===== config.mk =====
export PLATFORM = sky130hd
export DESIGN_NAME = multicycle_cpu
export DESIGN_NICKNAME = d
export VERILOG_FILES = /design/src/rtl/multicycle_cpu.sv
export SDC_FILE = /design/constraint.sdc
export NUM_CORES = 1
export LEC_CHECK = 0
export CORE_ASPECT_RATIO = 1.4
export CORE_UTILIZATION = 60
export CTS_BUF_LIST = sky130_fd_sc_hd__clkbuf_8
export DETAILED_ROUTE_END_ITERATION = 7
export GPL_TIMING_DRIVEN = 0
export PLACE_DENSITY = 0.78
export SETUP_SLACK_MARGIN = 0.5
export SLEW_MARGIN = 0
export SYNTH_ARGS = -nofsm -noshare
export SYNTH_HDL_FRONTEND = slang
export SYNTH_SLANG_ARGS = --single-unit

===== constraint.sdc =====
create_clock -name clk -period 5.1 [get_ports clk]
set_input_delay 1.02 -clock clk [delete_from_list [all_inputs] [get_ports clk]]
set_output_delay 1.02 -clock clk [all_outputs]
set_load 0.01 [all_outputs]

===== src/rtl/multicycle_cpu.sv =====
// multicycle_cpu: multi-cycle 16-bit-ISA CPU core with a generalised datapath width.
// Each instruction goes IF -> EX (-> MEM) -> IF over one shared memory port, with a
// readM/writeM/inputReady handshake that allows any number of wait states per access.
// WORD_SIZE must be >= 16 and NUM_REGS must be 2 or 4.
//
// Ports:
//   clk          rising-edge clock
//   reset_n      synchronous active-low reset
//   readM        memory read request
//   writeM       memory write request
//   address      memory address for the current request
//   data_out     store data (0 when writeM=0)
//   data_in      read data, valid on the edge where inputReady=1
//   inputReady   memory completes the current request this edge
//   num_inst     retired-instruction count
//   output_port  last value written by WWD
//   halted       core is in the HALT state
module multicycle_cpu #(
    parameter int unsigned          WORD_SIZE = 16,
    parameter int unsigned          NUM_REGS  = 4,
    parameter logic [WORD_SIZE-1:0] RESET_PC  = '0
) (
    input  logic                 clk,
    input  logic                 reset_n,
    output logic                 readM,
    output logic                 writeM,
    output logic [WORD_SIZE-1:0] address,
    output logic [WORD_SIZE-1:0] data_out,
    input  logic [WORD_SIZE-1:0] data_in,
    input  logic                 inputReady,
    output logic [WORD_SIZE-1:0] num_inst,
    output logic [WORD_SIZE-1:0] output_port,
    output logic                 halted
);

    localparam int unsigned RegIdxW = (NUM_REGS > 2) ? 2 : 1;

    localparam logic [3:0] OpAdi = 4'd0;
    localparam logic [3:0] OpOri = 4'd1;
    localparam logic [3:0] OpLhi = 4'd2;
    localparam logic [3:0] OpRty = 4'd3;
    localparam logic [3:0] OpLwd = 4'd4;
    localparam logic [3:0] OpSwd = 4'd5;
    localparam logic [3:0] OpBne = 4'd6;
    localparam logic [3:0] OpBeq = 4'd7;
    localparam logic [3:0] OpJmp = 4'd8;

    localparam logic [5:0] FnAdd = 6'd0;
    localparam logic [5:0] FnSub = 6'd1;
    localparam logic [5:0] FnAnd = 6'd2;
    localparam logic [5:0] FnOrr = 6'd3;
    localparam logic [5:0] FnNot = 6'd4;
    localparam logic [5:0] FnTcp = 6'd5;
    localparam logic [5:0] FnShl = 6'd6;
    localparam logic [5:0] FnShr = 6'd7;
    localparam logic [5:0] FnWwd = 6'd28;
    localparam logic [5:0] FnHlt = 6'd29;

    typedef enum logic [1:0] {StIf, StEx, StMem, StHalt} state_e;

    state_e               state_q, state_d;
    logic [WORD_SIZE-1:0] pc_q, pc_d;
    logic [15:0]          ir_q, ir_d;
    logic [WORD_SIZE-1:0] ea_q, ea_d;
    logic [WORD_SIZE-1:0] num_q, num_d;
    logic [WORD_SIZE-1:0] out_q, out_d;
    logic [WORD_SIZE-1:0] rf_q [NUM_REGS];

    // Register-file write port, driven from EX (ALU ops) or MEM (LWD).
    logic                 rf_we;
    logic [RegIdxW-1:0]   rf_widx;
    logic [WORD_SIZE-1:0] rf_wdata;

    // Instruction fields
    logic [3:0]           op;
    logic [5:0]           func;
    logic [7:0]           imm8;
    logic [RegIdxW-1:0]   rs_idx, rt_idx, rd_idx;
    logic [WORD_SIZE-1:0] rs_val, rt_val, simm, zimm, pc_inc;

    assign op     = ir_q[15:12];
    assign func   = ir_q[5:0];
    assign imm8   = ir_q[7:0];
    assign rs_idx = ir_q[10 +: RegIdxW];
    assign rt_idx = ir_q[8 +: RegIdxW];
    assign rd_idx = ir_q[6 +: RegIdxW];
    assign rs_val = rf_q[rs_idx];
    assign rt_val = rf_q[rt_idx];
    assign simm   = {{(WORD_SIZE-8){imm8[7]}}, imm8};
    assign zimm   = {{(WORD_SIZE-8){1'b0}}, imm8};
    assign pc_inc = pc_q + WORD_SIZE'(1);

    // Next-state and architectural updates
    always_comb begin
        state_d  = state_q;
        pc_d     = pc_q;
        ir_d     = ir_q;
        ea_d     = ea_q;
        num_d    = num_q;
        out_d    = out_q;
        rf_we    = 1'b0;
        rf_widx  = rt_idx;
        rf_wdata = '0;

        unique case (state_q)
            StIf: begin
                if (inputReady) begin
                    ir_d    = data_in[15:0];
                    state_d = StEx;
                end
            end

            StEx: begin
                // Default: retire this edge and fetch the next sequential instruction.
                pc_d    = pc_inc;
                num_d   = num_q + WORD_SIZE'(1);
                state_d = StIf;
                case (op)
                    OpAdi: begin
                        rf_we    = 1'b1;
                        rf_wdata = rs_val + simm;
                    end
                    OpOri: begin
                        rf_we    = 1'b1;
                        rf_wdata = rs_val | zimm;
                    end
                    OpLhi: begin
                        rf_we    = 1'b1;
                        rf_wdata = zimm << 8;
                    end
                    OpRty: begin
                        rf_widx = rd_idx;
                        case (func)
                            FnAdd: begin rf_we = 1'b1; rf_wdata = rs_val + rt_val; end
                            FnSub: begin rf_we = 1'b1; rf_wdata = rs_val - rt_val; end
                            FnAnd: begin rf_we = 1'b1; rf_wdata = rs_val & rt_val; end
                            FnOrr: begin rf_we = 1'b1; rf_wdata = rs_val | rt_val; end
                            FnNot: begin rf_we = 1'b1; rf_wdata = ~rs_val; end
                            FnTcp: begin rf_we = 1'b1; rf_wdata = '0 - rs_val; end
                            FnShl: begin rf_we = 1'b1; rf_wdata = rs_val << 1; end
                            FnShr: begin
                                rf_we    = 1'b1;
                                rf_wdata = {rs_val[WORD_SIZE-1], rs_val[WORD_SIZE-1:1]};
                            end
                            FnWwd: out_d = rs_val;
                            FnHlt: begin
                                pc_d    = pc_q;
                                state_d = StHalt;
                            end
                            default: ;
                        endcase
                    end
                    OpLwd, OpSwd: begin
                        // Retirement is deferred to the edge that completes the access.
                        ea_d    = rs_val + simm;
                        pc_d    = pc_q;
                        num_d   = num_q;
                        state_d = StMem;
                    end
                    OpBne: if (rs_val != rt_val) pc_d = pc_inc + simm;
                    OpBeq: if (rs_val == rt_val) pc_d = pc_inc + simm;
                    OpJmp: pc_d = {pc_q[WORD_SIZE-1:12], ir_q[11:0]};
                    default: ;
                endcase
            end

            StMem: begin
                if (inputReady) begin
                    if (op == OpLwd) begin
                        rf_we    = 1'b1;
                        rf_wdata = data_in;
                    end
                    pc_d    = pc_inc;
                    num_d   = num_q + WORD_SIZE'(1);
                    state_d = StIf;
                end
            end

            StHalt: ;

            default: state_d = StIf;
        endcase
    end

    always_ff @(posedge clk) begin
        if (!reset_n) begin
            state_q <= StIf;
            pc_q    <= RESET_PC;
            ir_q    <= '0;
            ea_q    <= '0;
            num_q   <= '0;
            out_q   <= '0;
        end else begin
            state_q <= state_d;
            pc_q    <= pc_d;
            ir_q    <= ir_d;
            ea_q    <= ea_d;
            num_q   <= num_d;
            out_q   <= out_d;
        end
    end

    always_ff @(posedge clk) begin
        if (!reset_n) begin
            for (int i = 0; i < NUM_REGS; i++) rf_q[i] <= '0;
        end else if (rf_we) begin
            rf_q[rf_widx] <= rf_wdata;
        end
    end

    // Memory requests depend only on state, so they hold until the completing edge;
    // reset gates them off immediately so an in-flight access is abandoned.
    always_comb begin
        readM    = 1'b0;
        writeM   = 1'b0;
        address  = '0;
        data_out = '0;
        if (reset_n) begin
            unique case (state_q)
                StIf: begin
                    readM   = 1'b1;
                    address = pc_q;
                end
                StMem: begin
                    address = ea_q;
                    if (op == OpSwd) begin
                        writeM   = 1'b1;
                        data_out = rt_val;
                    end else begin
                        readM = 1'b1;
                    end
                end
                default: ;
            endcase
        end
    end

    assign num_inst    = num_q;
    assign output_port = out_q;
    assign halted      = (state_q == StHalt);

endmodule


# == After elaboration in Yosys (flattened, before gate mapping) ==
# Memory sizes are Yosys's and may differ from the RTL's. A register that Yosys moved wholly into a read port is not among the register bits.
# Cells that the tools add are included.
# totals
romBits,0
reg_bits,82
latch_bits,0
ram_bits,64
input_bits,19
elab_cells,110
memories,1
out_inout_bits,67
# classes
n_mux,48
n_addsub,7
n_eq_ne,27
n_reduce_logical,16
magnitude_cmp,0
shift,0
multipliers,0
div,0
bitwise_logic,4
# memory_table
name,words,word_bits,rd,rd_clocked_by_memory_dff,write_ports,line,text
rf_q,4,16,2,2,4,67,logic [WORD_SIZE-1:0] rf_q [NUM_REGS];
# ops
cell,count
16-bit two-way mux,13
16-bit one-hot mux with 2 select lines,4
16-bit one-hot mux with 8 select lines,1
16-bit one-hot mux with 5 select lines,1
16-bit one-hot mux with 4 select lines,1
16-bit adder,3
"16-bit by 1-bit adder with 16-bit output, second input constant",2
"6-bit by 3-bit == test with 1-bit output, second input constant",4
2-bit two-way mux,10
16-bit bitwise AND,1
16-bit == test,1
"4-bit by 3-bit == test with 1-bit output, second input constant",4
16-bit != test,1
16-bit NOT,1
16-bit OR,1
16-bit by 8-bit OR with 16-bit output,1
16-bit OR reduction,1
"1-bit by 16-bit subtractor with 16-bit output, first input constant",1
16-bit subtractor,1
1-bit two-way mux,13
"6-bit by 2-bit == test with 1-bit output, second input constant",2
"6-bit by 5-bit == test with 1-bit output, second input constant",2
3-bit AND reduction,3
"4-bit by 2-bit == test with 1-bit output, second input constant",2
other kinds (21),28

# == Logic depth before layout (Yosys ltp) ==
# Gate-level depths: netlist of the first run.
# depth
word_depth,10
ltp_mapped,16
ltp_nobuf,13

# == Least setup slack after synthesis of the first run ==
# Ideal clock, no wire load.
# synth_path
path_type,flip-flop to flip-flop
start,register (tool-made name)
end,memory rf_q[0][14] (data pin)
stages_incl_launch_ff,14
synth_period_minus_slack_ns,4.443
arrival_ns,4.167
n_path_buf,2
setup_ns,0.275
required_ns,4.825
setup_slack_ns,0.657
path_cell_list,dfxtp_1 clkbuf_1 buf_1 mux4_2 ha_1 fa_1 a211oi_1 o21bai_1 o311a_1 o211ai_1 a31oi_1 xor2_1 a2111oi_2 nor3_1
# synth_lines
item,line
to (decl),67

==> impl_metrics.tcl, run 1 <==
set metrics [dict create \
    dieWidth_um 123.3 \
    synth_ff_type "dfxtp_1" \
    min_from "ea_q[8]" \
    start_util_pct 61.78 \
    ys_ff_latch 150 \
    reg2reg_depth 14 \
    cts_buffers 17 \
    cp.arrival_ps 4950 \
    async_reset_ff_share_pct 0 \
    final_util_pct 71.09 \
    htree_levels 4 \
    row_count 61 \
    drive_gt1_share_pct 9.484 \
    hp-class "flip-flop to flip-flop" \
    grt_pass1_vias 11930 \
    postCtsHoldBufs 0 \
    syn_avg_cell_area_um2 8.573 \
    io_buffer_count 85 \
    antenna_found_initial 0 \
    totalNegativeSetupSlack_ps 0 \
    min_period_ps 4735 \
    critPathLaunchType "flip-flop" \
    yosys_warnings 0 \
    drt_iter0_markers 1488 \
    ant_nets 0 \
    power_leakage_nw 5.260 \
    synth_cell_types 83 \
    cp-end-kind "flip-flop" \
    maxCapViolCount 0 \
    die_h_um 171.8 \
    drc 1 \
    dieArea_mm2 0.02117 \
    hold_path_end "ea_q[8]" \
    grt-ovfl-total 0 \
    finalCritPeriodShare_pct 92.84 \
    timing.fmax_mhz 211.2 \
    skew_ps 25.32 \
    timing.final.hold_violations 0 \
    slew_violations 0 \
    grt.total_usage_pct 44.26 \
    worstSetupPathType "flip-flop to flip-flop" \
    clk_pin_slew_ps 100 \
    cts.sinks 150 \
    r2r_slack_ps 370 \
    rsz0062_at_grt "true" \
    io_pins 86 \
    cts_root_buf "clkbuf_8" \
    routedWlPerCell_um 25.13 \
    routed-via-count 12430 \
    worstPathMaxFanout 10 \
    clk_latency_ps 470 \
    finalSetupViolCount 0 \
    grt_pass1_wl_um 68450 \
    synth_area_mm2 0.01235 \
    ir_worst_vdd_mv 0.1695 \
    dr.pass1.iters 8 \
    yosysSeqAreaShare_pct 29.49 \
    status "complete, but fails checks" \
    wl_um 45820 \
    syn_to_final_growth_pct 15.08 \
    hold_depth 2 \
    nets 1675 \
    grt_max_degree 18 \
    cts_tree "built" \
    max-slew-margin-rel_pct 30.90 \
    violations "DRC" \
    core_area_mm2 0.02000 \
    worst_pin_slew_ps 1028 \
    gp_congestion 1.013 \
    via_per_inst 6.817 \
    antennaDiodeCount 0 \
    post-dp-hpwl_um 34630 \
    required_ps 5310 \
    power_density_mw_per_mm2 242.9 \
    clockBufferDepth 2 \
    syn_inst 1441 \
    syn_nets 1558 \
    rr_endpoint "rf_q[2][13]" \
    synth_edf_count 64 \
]
## cell usage after synthesis (13+ instances only)
master / number / area share [%]
a21o_1: 16 / 0.97
a21oi_1: 102 / 4.1
o21a_1: 13 / 0.79
nor3_1: 42 / 1.7
ha_1: 94 / 9.5
clkbuf_1: 76 / 2.3
mux2i_1: 22 / 1.8
or3_1: 13 / 0.66
a211oi_1: 23 / 1.4
and2_1: 33 / 1.7
nand2b_1: 13 / 0.66
nand3_1: 39 / 1.6
and3_1: 14 / 0.71
nand2_1: 115 / 3.5
inv_1: 68 / 2.1
nor2_1: 159 / 4.8
mux4_2: 33 / 6.0
xnor2_1: 49 / 3.5
a22o_1: 26 / 1.8
o211ai_1: 18 / 1.1
xor2_1: 24 / 1.7
o21ai_0: 62 / 2.5
nor2b_1: 20 / 1.0
dfxtp_1: 86 / 14
edfxtp_1: 64 / 16
## timing repair
action	4_1_cts	5_1_grt
buffers inserted	3	8
hold endpoints to repair	0	0
endpoints found under the setup margin	71	105
gates resized for setup	19	35
pin swaps	2	4
## cells in the final DEF, fill, tap and decap left out, types with 48 or more instances in the layout
cell type,Yosys,layout
clkbuf_1,76,67
inv_1,68,69
o21ai_0,62,61
ha_1,94,93
a21oi_1,102,100
clkdlybuf4s50_1,0,85
nor2_1,159,159
dfxtp_1,86,86
xnor2_1,49,48
nand2_1,115,115
edfxtp_1,64,64
## per-stage QoR
stage          setup slack [ps]  instance area (um^2)  total power [mW]  instances  hold slack (ps)
2_1_floorplan             657.2                 12350             2.082       1441            436.0
5_1_grt                   397.3                 14220             3.568       1823            495.5
4_1_cts                   367.8                 14030             3.358       1814            469.0
3_3_place_gp             -685.5                 13520             2.417       1778            449.4
6_report                  365.2                 14220             3.454       1823            468.1
3_5_place_dp             -653.5                 13540             2.430       1779            452.2
## sequential cells by signal, summed over array words and instances, names as in the netlist, named ones only
name	flops
pc_q	16
ir_q	16
rf_q	64
num_inst	16
state_q	2
output_port	16
ea_q	16
## cells by family after synthesis
group,share of synthesized area (%)
xor+xnor,5.176
compound gates,21.31
flops,29.49
fa+ha+maj,10.17
simple gates,20.48
buf+inv,5.297
mux,8.072
## power by group
part	switching [mW]	internal [mW]	total [mW]
clock network	0.524	0.413	0.936
registers	0.0398	1.29	1.33
logic	0.775	0.415	1.19
total	1.34	2.12	3.45
## worst max-delay path by stage
stage,end,from,slack [ps],cells after the start
3_5_place_dp,pc_q[1],flip-flop,-650,13
6_report,rf_q[2][13],flip-flop,370,14
4_1_cts,rf_q[1][9],flip-flop,370,15
5_1_grt,rf_q[0][13],flip-flop,400,16
2_1_floorplan,rf_q[0][14],flip-flop,660,13
3_3_place_gp,rf_q[0][13],flip-flop,-690,13
## per-layer routing
layer,share of wire (%),up-vias,global-route usage (%),wire (um)
met3,9.6,264,12.14,4401
met2,47,790,71.78,21600
li1,-,5533,-,-
met4,9.6,0,39.60,4404
met5,0,-,0,0
met1,34,5841,46.40,15420
## area by class of cell
cell class                      instances  area, um^2
Buffer                                 94       422.9
Clock buffer                           18       247.7
Clock inverter                         14       143.9
Fill cell                            1698        5781
Inverter                               69       259.0
Multi-Input combinational cell       1128        8228
Sequential cell                       150        3643
Tap cell                              252       315.3
Timing Repair Buffer                   98       955.9
## critical path, stage by stage, from the launching register on
cell	delay, ps
dfxtp_1	330
buf_6	170
buf_6	210
mux4_2	670
inv_1	250
ha_1	300
a211oi_1	380
o21ai_0	350
a2111oi_0	560
nor3_1	150
xnor2_1	330
o21ai_0	150
a222oi_1	330
buf_4	220
nor2_1	60
No activity file was read; power rests on OpenSTA's default activity.
==> run 2: changes to the inputs <==
--- a/config.mk
+++ b/config.mk
@@ -11,6 +11,7 @@
 export DETAILED_ROUTE_END_ITERATION = 7
 export GPL_TIMING_DRIVEN = 0
 export PLACE_DENSITY = 0.78
+export RECOVER_POWER = 25
 export SETUP_SLACK_MARGIN = 0.5
 export SLEW_MARGIN = 0
 export SYNTH_ARGS = -nofsm -noshare
==> impl_metrics.tcl, run 2 (synthesis gave the netlist of run 1 again) <==
set metrics [dict create \
    dpl.cell_count 1779 \
    dieWidth_um 123.3 \
    final_cell_mix "nor2_1 (159), nand2_1 (115), a21oi_1 (100), ha_1 (93), dfxtp_1 (86)" \
    largest_reg_flops 64 \
    gr-max-usage-layer "met2" \
    whs_ps 469.0 \
    grt_max_degree 18 \
    drc 7 \
    antennaDiodeCount 0 \
    timing.final.hold_violations 0 \
    maxCapViolCount 1 \
    grt_util_met2_pct 71.78 \
    postCtsHoldBufs 0 \
    finalInstanceArea_mm2 0.01421 \
    worstSetupPathType "flip-flop to flip-flop" \
    max-slew-margin-rel_pct -13.91 \
    cts.sinks 150 \
    ir_worst_vdd_mv 0.1673 \
    clockBufferDepth 2 \
    cp-end-kind "flip-flop" \
    totalNegativeSetupSlack_ps 0 \
    power_leakage_nw 5.377 \
    fin_cells 1823 \
    cts_tree "built" \
    multi_input_area_mm2 0.008222 \
    worstPathMaxFanout 10 \
    final_util_pct 71.06 \
    dpl_cell_area_mm2 0.01354 \
    rr_endpoint "rf_q[2][13]" \
    critPathLaunchType "flip-flop" \
    clk_latency_ps 470 \
    r2r_slack_ps 340 \
    power_density_mw_per_mm2 242.6 \
    finalPower_mw 3.448 \
    routed-via-count 12450 \
    slew_violations 8 \
    worst_pin_slew_ps 1693 \
    cts_root_buf "clkbuf_8" \
    antenna_found_initial 0 \
    violations "DRC, capacitance limit, slew limit" \
    cp.arrival_ps 4970 \
    core_area_mm2 0.02000 \
    dieArea_mm2 0.02117 \
    reg2reg_depth 14 \
    setup_ws_ps 337.6 \
    start_util_pct 61.78 \
    routedWlPerCell_um 25.09 \
    skew_ps 21.58 \
    hold_path_end "ea_q[8]" \
    syn_to_final_growth_pct 15.03 \
    ant_nets 0 \
    grt.total_usage_pct 44.26 \
    htree_levels 4 \
    grt_pass1_wl_um 68450 \
    status "complete, but fails checks" \
    io_buffer_count 85 \
    via_per_inst 6.832 \
    post-dp-hpwl_um 34630 \
    final_common_cell "nor2_1" \
    die_h_um 171.8 \
    dr.pass1.iters 8 \
    clk_pin_slew_ps 100 \
    nets 1675 \
    wl_um 45750 \
    gr-usage-met3_pct 12.14 \
    n_fill_cell 1700 \
    finalSetupViolCount 0 \
    hold_depth 2 \
    met1_usage_pct 46.40 \
    place_worst_setup_slack_ps -653.5 \
    timing.fmax_mhz 210.0 \
    io_pins 86 \
    finalCritPeriodShare_pct 93.38 \
    hp-class "flip-flop to flip-flop" \
    regArea_mm2 0.003643 \
    required_ps 5310 \
    gp_congestion 1.013 \
    row_count 61 \
    min_from "ea_q[8]" \
    top_register "rf_q" \
    rsz0062_at_grt "true" \
    drive_gt1_share_pct 9.421 \
    grt-ovfl-total 0 \
    cts_buffers 17 \
    grt_pass1_vias 11930 \
    min_period_ps 4762 \
    drt_iter0_markers 1511 \
]
## run 2: layer usage
layer,routed length (um),vias to the layer above
met5,0,-
met2,21380,802
met1,15420,5824
met4,4562,0
met3,4382,293
li1,-,5535
## run 2: how the worst max path moves through the flow
stage                     slack, ps  depth (start not counted)      start          end
after CTS                       370                         15  flip-flop   rf_q[1][9]
after global placement         -690                         13  flip-flop  rf_q[0][13]
after floorplan                 660                         13  flip-flop  rf_q[0][14]
after detailed placement       -650                         13  flip-flop      pc_q[1]
after global routing            400                         16  flip-flop  rf_q[0][13]
final                           340                         14  flip-flop  rf_q[2][13]
## run 2: repair_timing
| action | in CTS | in global routing |
|---|---|---|
| setup buffers | 3 | 8 |
| resized for setup | 19 | 35 |
| pin swaps | 2 | 4 |
| setup endpoints to repair | 71 | 105 |
## run 2: power breakdown
part | leakage (nW) | switching [mW] | internal [mW]
sequential | 1.36 | 0.0396 | 1.29
clock | 0.197 | 0.520 | 0.413
combinational | 3.82 | 0.774 | 0.414
total | 5.38 | 1.33 | 2.11
## run 2: critical path, cell delays in order, from the launching register on
cell	delay (ps)
dfxtp_1	330
buf_6	170
buf_6	210
mux4_2	670
inv_1	250
ha_1	290
a211oi_1	410
o21ai_0	360
a2111oi_0	560
nor3_1	150
xnor2_1	330
o21ai_0	150
a222oi_1	330
buf_4	220
nor2_1	60
## run 2: layout make-up
class,instances,area share [%]
clock buffer,18,1.743
timing repair buffer,98,6.727
buffer,94,2.976
multi-input combinational,1128,57.86
sequential,150,25.64
inverter,69,1.823
tap,252,2.219
clock inverter,14,1.013
